`config.mk`:
```
export PLATFORM = sky130hd
export DESIGN_NAME = ram_port_arbiter
export DESIGN_NICKNAME = d
export VERILOG_FILES = /design/src/rtl/ram_port_arbiter.sv
export SDC_FILE = /design/constraint.sdc
export NUM_CORES = 1
export LEC_CHECK = 0
export BUFFER_PORTS_ARGS = -buffer_cell sky130_fd_sc_hd__buf_4
export CAP_MARGIN = 25
export CORE_AREA = 2 2 88 90
export CTS_CLUSTER_SIZE = 24
export DETAILED_ROUTE_END_ITERATION = 10
export DIE_AREA = 0 0 90 92
export GPL_TIMING_DRIVEN = 0
export SLEW_MARGIN = 5
export SYNTH_ARGS = -nofsm -noshare
export SYNTH_HDL_FRONTEND = slang
export SYNTH_SLANG_ARGS = --single-unit
```
`constraint.sdc`:
```
create_clock -name i_clk -period 3 [get_ports i_clk]
set_input_delay 0.15 -clock i_clk [delete_from_list [all_inputs] [get_ports i_clk]]
set_output_delay 0.15 -clock i_clk [all_outputs]
set_load 0.01 [all_outputs]
```
`src/rtl/ram_port_arbiter.sv`:
```
// ram_port_arbiter: shares one RAM port between fetch (read-only) and the memory stage (load/store).
// Ports:
//   i_clk, i_reset                    clock and synchronous active-high reset
//   i_if_req/i_if_addr                fetch read request and address
//   o_if_gnt/o_if_rvalid/o_if_rdata   fetch grant, response valid (cycle after grant), read data
//   i_mem_req/i_mem_we/i_mem_addr     memory-stage request, write flag, address
//   i_mem_wdata/i_mem_wmask           memory-stage write data and byte enables
//   o_mem_gnt/o_mem_rvalid/o_mem_rdata memory grant, read response valid, read data
//   o_ram_addr/o_ram_we/o_ram_wdata/o_ram_wmask  RAM command, follows the granted requester
//   i_ram_rdata                       RAM read data, one cycle after the address is sampled
module ram_port_arbiter #(
    parameter int ADDR_W     = 16,
    parameter int DATA_W     = 32,
    parameter int MAX_STARVE = 4
) (
    input  logic                i_clk,
    input  logic                i_reset,
    input  logic                i_if_req,
    input  logic [ADDR_W-1:0]   i_if_addr,
    output logic                o_if_gnt,
    output logic                o_if_rvalid,
    output logic [DATA_W-1:0]   o_if_rdata,
    input  logic                i_mem_req,
    input  logic                i_mem_we,
    input  logic [ADDR_W-1:0]   i_mem_addr,
    input  logic [DATA_W-1:0]   i_mem_wdata,
    input  logic [DATA_W/8-1:0] i_mem_wmask,
    output logic                o_mem_gnt,
    output logic                o_mem_rvalid,
    output logic [DATA_W-1:0]   o_mem_rdata,
    output logic [ADDR_W-1:0]   o_ram_addr,
    output logic                o_ram_we,
    output logic [DATA_W-1:0]   o_ram_wdata,
    output logic [DATA_W/8-1:0] o_ram_wmask,
    input  logic [DATA_W-1:0]   i_ram_rdata
);
    localparam int SW = (MAX_STARVE > 0) ? $clog2(MAX_STARVE + 1) : 1;
    typedef enum logic [1:0] {RESP_NONE, RESP_IF, RESP_MEM} resp_t;
    resp_t         r_owner, w_owner_next;
    logic [SW-1:0] r_starve, w_starve_next;
    logic          w_force;
    logic          w_sat;
    always_ff @(posedge i_clk) begin
        if (i_reset) begin
            r_owner  <= RESP_NONE;
            r_starve <= '0;
        end else begin
            r_owner  <= w_owner_next;
            r_starve <= w_starve_next;
        end
    end
    always_comb begin
        w_sat         = r_starve == SW'(MAX_STARVE);
        w_force       = (MAX_STARVE > 0) && w_sat;
        o_if_gnt      = !i_reset && i_if_req && (!i_mem_req || w_force);
        o_mem_gnt     = !i_reset && i_mem_req && !o_if_gnt;
        w_owner_next  = o_if_gnt ? RESP_IF : (o_mem_gnt && !i_mem_we) ? RESP_MEM : RESP_NONE;
        w_starve_next = (!i_if_req || o_if_gnt) ? '0 : w_sat ? r_starve : r_starve + 1'b1;
        o_ram_addr    = o_mem_gnt ? i_mem_addr : i_if_addr;
        o_ram_we      = o_mem_gnt && i_mem_we;
        o_ram_wdata   = i_mem_wdata;
        o_ram_wmask   = o_ram_we ? i_mem_wmask : '0;
    end
    // Gating with reset drops a response whose grant happened just before reset rose.
    assign o_if_rvalid  = (r_owner == RESP_IF) && !i_reset;
    assign o_mem_rvalid = (r_owner == RESP_MEM) && !i_reset;
    assign o_if_rdata   = i_ram_rdata;
    assign o_mem_rdata  = i_ram_rdata;
endmodule

```
==> flow_metrics.py, run 1 <==
metrics = {
    "floorplan": {
        "top_level_ports": 226,
        "die_width_um": 90,
        "die_h_um": 92,
        "die_area_sq_um": 8280,
        "num_rows": 32,
        "placeableCoreArea_sq_um": 7450,
        "initial_utilization_pct": 16.4,
    },
    "route": {
        "num_vias": 1429,
        "dr.first_iter.drc_count": 5,
        "detail_route.drc_violations": 0,
        "avgViaCountPerCell": 3.47,
        "totalWireLength_mm": 4.13,
        "routed_wire_length_per_instance_um": 10.0,
        "dr.pass1.iters": 2,
        "route.antenna.remaining_nets": 0,
    },
    "sta": {
        "rsz0062_at_grt": "no",
        "final.setup_skew_ps": 6.69,
        "timing.final.crit_period_ps": 1870,
        "achievable-frequency_mhz": 534,
        "setup_tns_ps": 0,
        "final_hold_viol_count": 0,
        "slew_viol_final": 0,
        "layout_setup_ws_ps": 1130,
        "finalSetupViolations": 0,
        "slew_headroom_pct": 89.3,
        "final_min_period_over_clock_period_pct": 62.4,
        "transition_time_at_the_pin_with_the_least_slew_margin_ps": 160,
    },
    "placement": {
        "place_inst": 408,
        "dp_hpwl_mm": 3.84,
        "pre_cts_slack_ps": 1330,
        "number_of_port_buffers": 161,
        "finalWeightedCongestion": 0.714,
    },
    "power": {
        "switchingPower_mw": 0.153,
        "combPwrFrac_pct": 64.5,
        "cellPowerDensity_nw_per_um2": 213,
        "static-leakage-power_nw": 1.49,
        "intPower_mw": 0.400,
        "power.clock.fraction_pct": 22.9,
        "total_power_mw": 0.553,
        "switching_share_pct": 27.6,
        "worst_ir_drop_vdd_mv": 0.120,
        "seqPwrFrac_pct": 12.6,
    },
    "global_route": {
        "global_route.usage.total_pct": 8.84,
        "gr-usage-met1_pct": 6.47,
        "globalRoute.busiestLayer": "met2",
        "first_global_vias": 1318,
        "met2_global_route_usage_pct": 18.1,
        "grt.met3_usage_pct": 4.44,
        "grt_pass1_wl_mm": 5.94,
        "largest_net_degree_at_the_start_of_global_routing": 11,
        "initial_antenna_violation_count": 0,
        "overflow": 0,
    },
    "final_layout": {
        "layout-drive-gt1-share_pct": 90.0,
        "most-common-layout-cells": "sky130_fd_sc_hd__buf_4 (257), sky130_fd_sc_hd__mux2_4 (8), sky130_fd_sc_hd__mux2_2 (8)",
        "final.fill_count": 802,
        "final_common_cell": "sky130_fd_sc_hd__buf_4",
        "area.growth.synth_to_final_pct": 113,
        "fin_nets": 418,
        "n_antenna_cell": 0,
        "layoutNonFillerInstCount": 412,
        "seq_area_sq_um": 100,
        "final_core_utilization_pct": 34.9,
        "area_of_the_multi_input_gates_sq_um": 369,
    },
    "setup_path": {
        "start_kind": "flop",
        "worstRegToRegCells": 6,
        "worst_case_register_to_register_setup_slack_ps": 1800,
        "timing.setup.critical_path_class": "flop to primary output",
        "critical_path.max_fanout": 10,
        "cp_data_arrival_time_ps": 1720,
        "critical_path_required_ps": 2850,
        "critPathCaptureType": "primary output",
    },
    "cts": {
        "cts_max_level": 1,
        "tritoncts_clock_tree": "built",
        "cts_root_buffer": "sky130_fd_sc_hd__clkbuf_8",
        "cts_post_setup_buffers_inserted": 0,
        "numCtsBuffers": 3,
        "cts.repair.resized": 0,
        "clk_latency_ps": 230,
        "clock_path_buffers": 2,
        "cts.sinks": 5,
        "postCtsHoldBufs": 0,
        "cts.clk_slew.worst_paths_ps": 30,
    },
    "yosys": {
        "netlist_instances": 145,
        "synth_cell_types": 18,
        "netlist_area_sq_um": 1220,
        "postSynthRegisterBits": 5,
        "synthesis.yosys.warnings": 0,
        "synth_sequential_area_ratio_pct": 8.21,
        "syn-mean-instance-area_sq_um": 8.41,
        "synthesis.nets": 252,
    },
    "worst_hold_path": {
        "hold_depth": 2,
        "min-delay-path-class": "input pin to flop",
    },
    "run_status": {
        "status": "completed",
    },
    "flow_run": {
        "drv_cap": 0,
    },
}
## cells in the mapped netlist, drive strengths merged
library cell  count  area [sq um]
buf              97           736
mux2             16           210
dfxtp             5           100
and2              4          25.0
inv               4          15.0
nor2              4          15.0
nor3b             3          22.5
a21oi             2          10.0
ha                2          25.0
nand2             2          15.0
nand3             2          10.0
and3              1          6.26
mux2i             1          10.0
nand2b            1          6.26
nor2b             1          13.8
## worst paths after layout
check | to | start
worst max-delay path | o_ram_addr[11] | r_starve[0]$_SDFFE_PP0N_
worst min-delay path | r_owner[1]$_SDFF_PP0_ | i_mem_we
worst max register to register | r_owner[1]$_SDFF_PP0_ | r_starve[0]$_SDFFE_PP0N_
worst min register to register | r_starve[0]$_SDFFE_PP0N_ | r_starve[0]$_SDFFE_PP0N_
## kinds of logic after synthesis
logic type / share of synthesized area (%)
buffers and inverters: 61.5
and+or+nand+nor: 9.33
muxes: 18.1
DFF: 8.21
AOI/OAI and AO/OA: 0.821
adders and majority gates: 2.05
## per-stage QoR
stage | hold WS [ps] | cell area, sq um
after floorplan | 222 | 1220
after global placement | 328 | 2560
after detailed placement | 325 | 2560
after CTS | 93.7 | 2600
after global routing | 92.5 | 2600
final | 95.9 | 2600
## power groups by stage
stage | registers, mW | clock network, mW | logic [mW]
after floorplan | 0.0704 | 0 | 0.183
after global placement | 0.0706 | 0 | 0.358
after detailed placement | 0.0706 | 0 | 0.362
after CTS | 0.0697 | 0.129 | 0.362
after global routing | 0.0698 | 0.134 | 0.379
final | 0.0696 | 0.127 | 0.357
## sequential cells by signal, indices dropped and copies added (netlist names)
register	flops
r_owner	2
r_starve	3
## metal layers
| metal | routed length [um] | up-vias |
|---|---|---|
| met1 | 1080 | 596 |
| met5 | 0 | - |
| li1 | - | 691 |
| met3 | 717 | 4 |
| met2 | 2260 | 138 |
| met4 | 74 | 0 |
## worst max-delay path: stages (launching register included)
cell and delay [ps]:
sky130_fd_sc_hd__dfxtp_1 310, sky130_fd_sc_hd__inv_1 60, sky130_fd_sc_hd__ha_1 180, sky130_fd_sc_hd__nand3_1 150, sky130_fd_sc_hd__nand2_4 180, sky130_fd_sc_hd__buf_8 170
sky130_fd_sc_hd__mux2_4 310, sky130_fd_sc_hd__buf_4 140
## cell type report
type / instances / share of cell area [%]
buffer: 97 / 28.3
sequential: 5 / 3.85
multi-input combinational: 39 / 14.2
inverter: 4 / 0.577
tap: 102 / 4.91
clock buffer: 4 / 1.73
timing repair buffer: 161 / 46.5
Note: power is estimated with default switching activity, not from simulation.
==> run 2, diff against run 1 <==
CORE_AREA = 2 2 89 91   (was 2 2 88 90)
DIE_AREA = 0 0 91 93   (was 0 0 90 92)
clock period = 1.65 ns   (was 3 ns; I/O delays follow)
==> run 2 against run 1 <==
Register-to-register slack worse by 1400 ps. Critical path depth did not move. First-iteration DRC count rose to 3.0 times the previous value. Critical path type unchanged. Non-clock buffer count rose by 6. Design area up 8.0%. Combinational power increased by 100%. Worst setup slack got worse by 1100 ps. Sequential share of layout area fell by 0.20 points. Die area up 2.2%. Clock-buffer cell count unchanged.
==> flow_metrics.py, run 2 (synthesis gave the netlist of run 1 again) <==
metrics = {
    "run_status": {
        "status": "completed",
    },
    "sta": {
        "rsz0062_at_grt": "yes",
        "timing.final.crit_period_ps": 1630,
        "slew_headroom_pct": 85.6,
        "final_hold_viol_count": 0,
        "slew_viol_final": 0,
        "achievable-frequency_mhz": 612,
        "transition_time_at_the_pin_with_the_least_slew_margin_ps": 216,
        "finalSetupViolations": 0,
        "final.setup_skew_ps": 1.22,
        "final_min_period_over_clock_period_pct": 99.0,
        "setup_tns_ps": 0,
        "layout_setup_ws_ps": 16.7,
    },
    "flow_run": {
        "drv_cap": 0,
    },
    "cts": {
        "tritoncts_clock_tree": "built",
        "cts.sinks": 5,
        "numCtsBuffers": 3,
        "cts_max_level": 1,
        "clk_latency_ps": 220,
        "cts.clk_slew.worst_paths_ps": 30,
        "cts_root_buffer": "sky130_fd_sc_hd__clkbuf_8",
        "postCtsHoldBufs": 0,
        "clock_path_buffers": 2,
    },
    "power": {
        "static-leakage-power_nw": 1.60,
        "worst_ir_drop_vdd_mv": 0.344,
        "cellPowerDensity_nw_per_um2": 380,
    },
    "final_layout": {
        "n_antenna_cell": 0,
        "reg.largest.list": "r_starve: 3 flops, r_owner: 2 flops",
        "largest_register_ff_count": 3,
        "fin_nets": 424,
        "most-common-layout-cells": "sky130_fd_sc_hd__buf_4 (245), sky130_fd_sc_hd__mux2_4 (16), sky130_fd_sc_hd__buf_6 (16)",
        "largest_register": "r_starve",
        "layoutNonFillerInstCount": 418,
        "final_common_cell": "sky130_fd_sc_hd__buf_4",
        "area.growth.synth_to_final_pct": 130,
        "layout-drive-gt1-share_pct": 92.1,
    },
    "placement": {
        "finalWeightedCongestion": 0.724,
        "dp_hpwl_mm": 3.71,
        "pre_cts_slack_ps": 30.4,
        "place_inst": 408,
        "number_of_port_buffers": 161,
    },
    "setup_path": {
        "critical_path_required_ps": 1570,
        "critical_path.max_stage_delay_ps": 320,
        "start_kind": "flop",
        "timing.critical_path.from": "r_starve[0]$_SDFFE_PP0N_",
        "rr_startpoint": "r_starve[0]$_SDFFE_PP0N_",
        "critical_path.top_delay_family": "flip-flops",
        "timing.critical_path.slowest_stage_cell": "sky130_fd_sc_hd__dfxtp_2",
        "critical_path.cell_chain": "inv_2, ha_4, nand3_4, nand2_8, buf_12, mux2_4, buf_6",
        "path_buf_inv": 3,
        "critPathCaptureType": "primary output",
        "cp_data_arrival_time_ps": 1550,
        "timing.setup.critical_path_class": "flop to primary output",
        "critical_path.max_fanout": 8,
    },
    "worst_hold_path": {
        "worst_hold_startpoint": "i_mem_we",
        "min-delay-path-class": "input pin to flop",
    },
    "floorplan": {
        "die_h_um": 93,
        "placeableCoreArea_sq_um": 7530,
        "num_rows": 32,
        "die_width_um": 91,
        "initial_utilization_pct": 16.2,
        "top_level_ports": 226,
        "die_area_sq_um": 8460,
    },
    "global_route": {
        "grt_pass1_wl_mm": 5.95,
        "global_route.usage.total_pct": 8.58,
        "largest_net_degree_at_the_start_of_global_routing": 9,
        "initial_antenna_violation_count": 0,
        "overflow": 0,
        "first_global_vias": 1277,
    },
    "route": {
        "avgViaCountPerCell": 3.45,
        "totalWireLength_mm": 4.29,
        "route.antenna.remaining_nets": 0,
        "num_vias": 1442,
        "dr.pass1.iters": 4,
        "dr.first_iter.drc_count": 15,
        "detail_route.drc_violations": 0,
        "routed_wire_length_per_instance_um": 10.3,
    },
}
## run 2: cell types whose count changed in the layout (fill, tap and decap cells not counted), sizes merged
cell	previous run	this run
buf	258	264
## run 2: per-layer routing
layer | GRT usage (%) | up-vias | wire [um]
li1 | - | 704 | -
met1 | 8.22 | 623 | 1290
met2 | 17.8 | 111 | 2460
met3 | 2.74 | 4 | 520
met4 | 1.52 | 0 | 23
met5 | 0 | - | 0
## run 2: stage by stage
stage               cell area, sq um  total power, mW  hold WS [ps]  utilization, %
floorplan                       1220            0.460           155               -
global placement                2560            0.779           269            34.0
detailed placement              2560            0.786           273            34.0
CTS                             2710             1.05          38.3            36.0
global route                    2810             1.13          38.3            37.3
finish                          2810             1.07          38.1            37.3
## run 2: worst reg2reg max path, delay by kind of cell (launching register included)
kind	cells	cell delay [ps]
buffers and inverters	3	300
flip-flops	1	340
adder cells (fa/ha/maj)	1	160
AND/OR/NAND/NOR	2	250
multiplexers	1	70
## run 2: power by group
| part | switching, mW | internal (mW) | leakage, nW | total (mW) |
|---|---|---|---|---|
| Combinational | 0.231 | 0.484 | 1.54 | 0.715 |
| Sequential | 0.00189 | 0.125 | 0.0417 | 0.127 |
| Clock | 0.0586 | 0.166 | 0.0228 | 0.224 |
## run 2: cell type report
cell class | instances | area, sq um
multi-input combinational | 39 | 433
clock buffer | 4 | 45.0
fill | 756 | 4720
inverter | 4 | 15.0
buffer | 97 | 741
sequential | 5 | 103
timing repair buffer | 167 | 1350
tap | 102 | 128
## run 2: timing repair
action	CTS	global route
setup buffers	2	3
pin swaps	3	2
gates resized for setup	15	20
endpoints found under the setup margin	20	16
cloned	1	0
## run 2: worst paths after layout
check,endpoint,slack (ps),cells after the start
max reg2reg,r_starve[2]$_SDFFE_PP0N_,450,7
max,o_ram_addr[15],20,7
min reg2reg,r_starve[0]$_SDFFE_PP0N_,420,1
min,r_owner[1]$_SDFF_PP0_,40,2
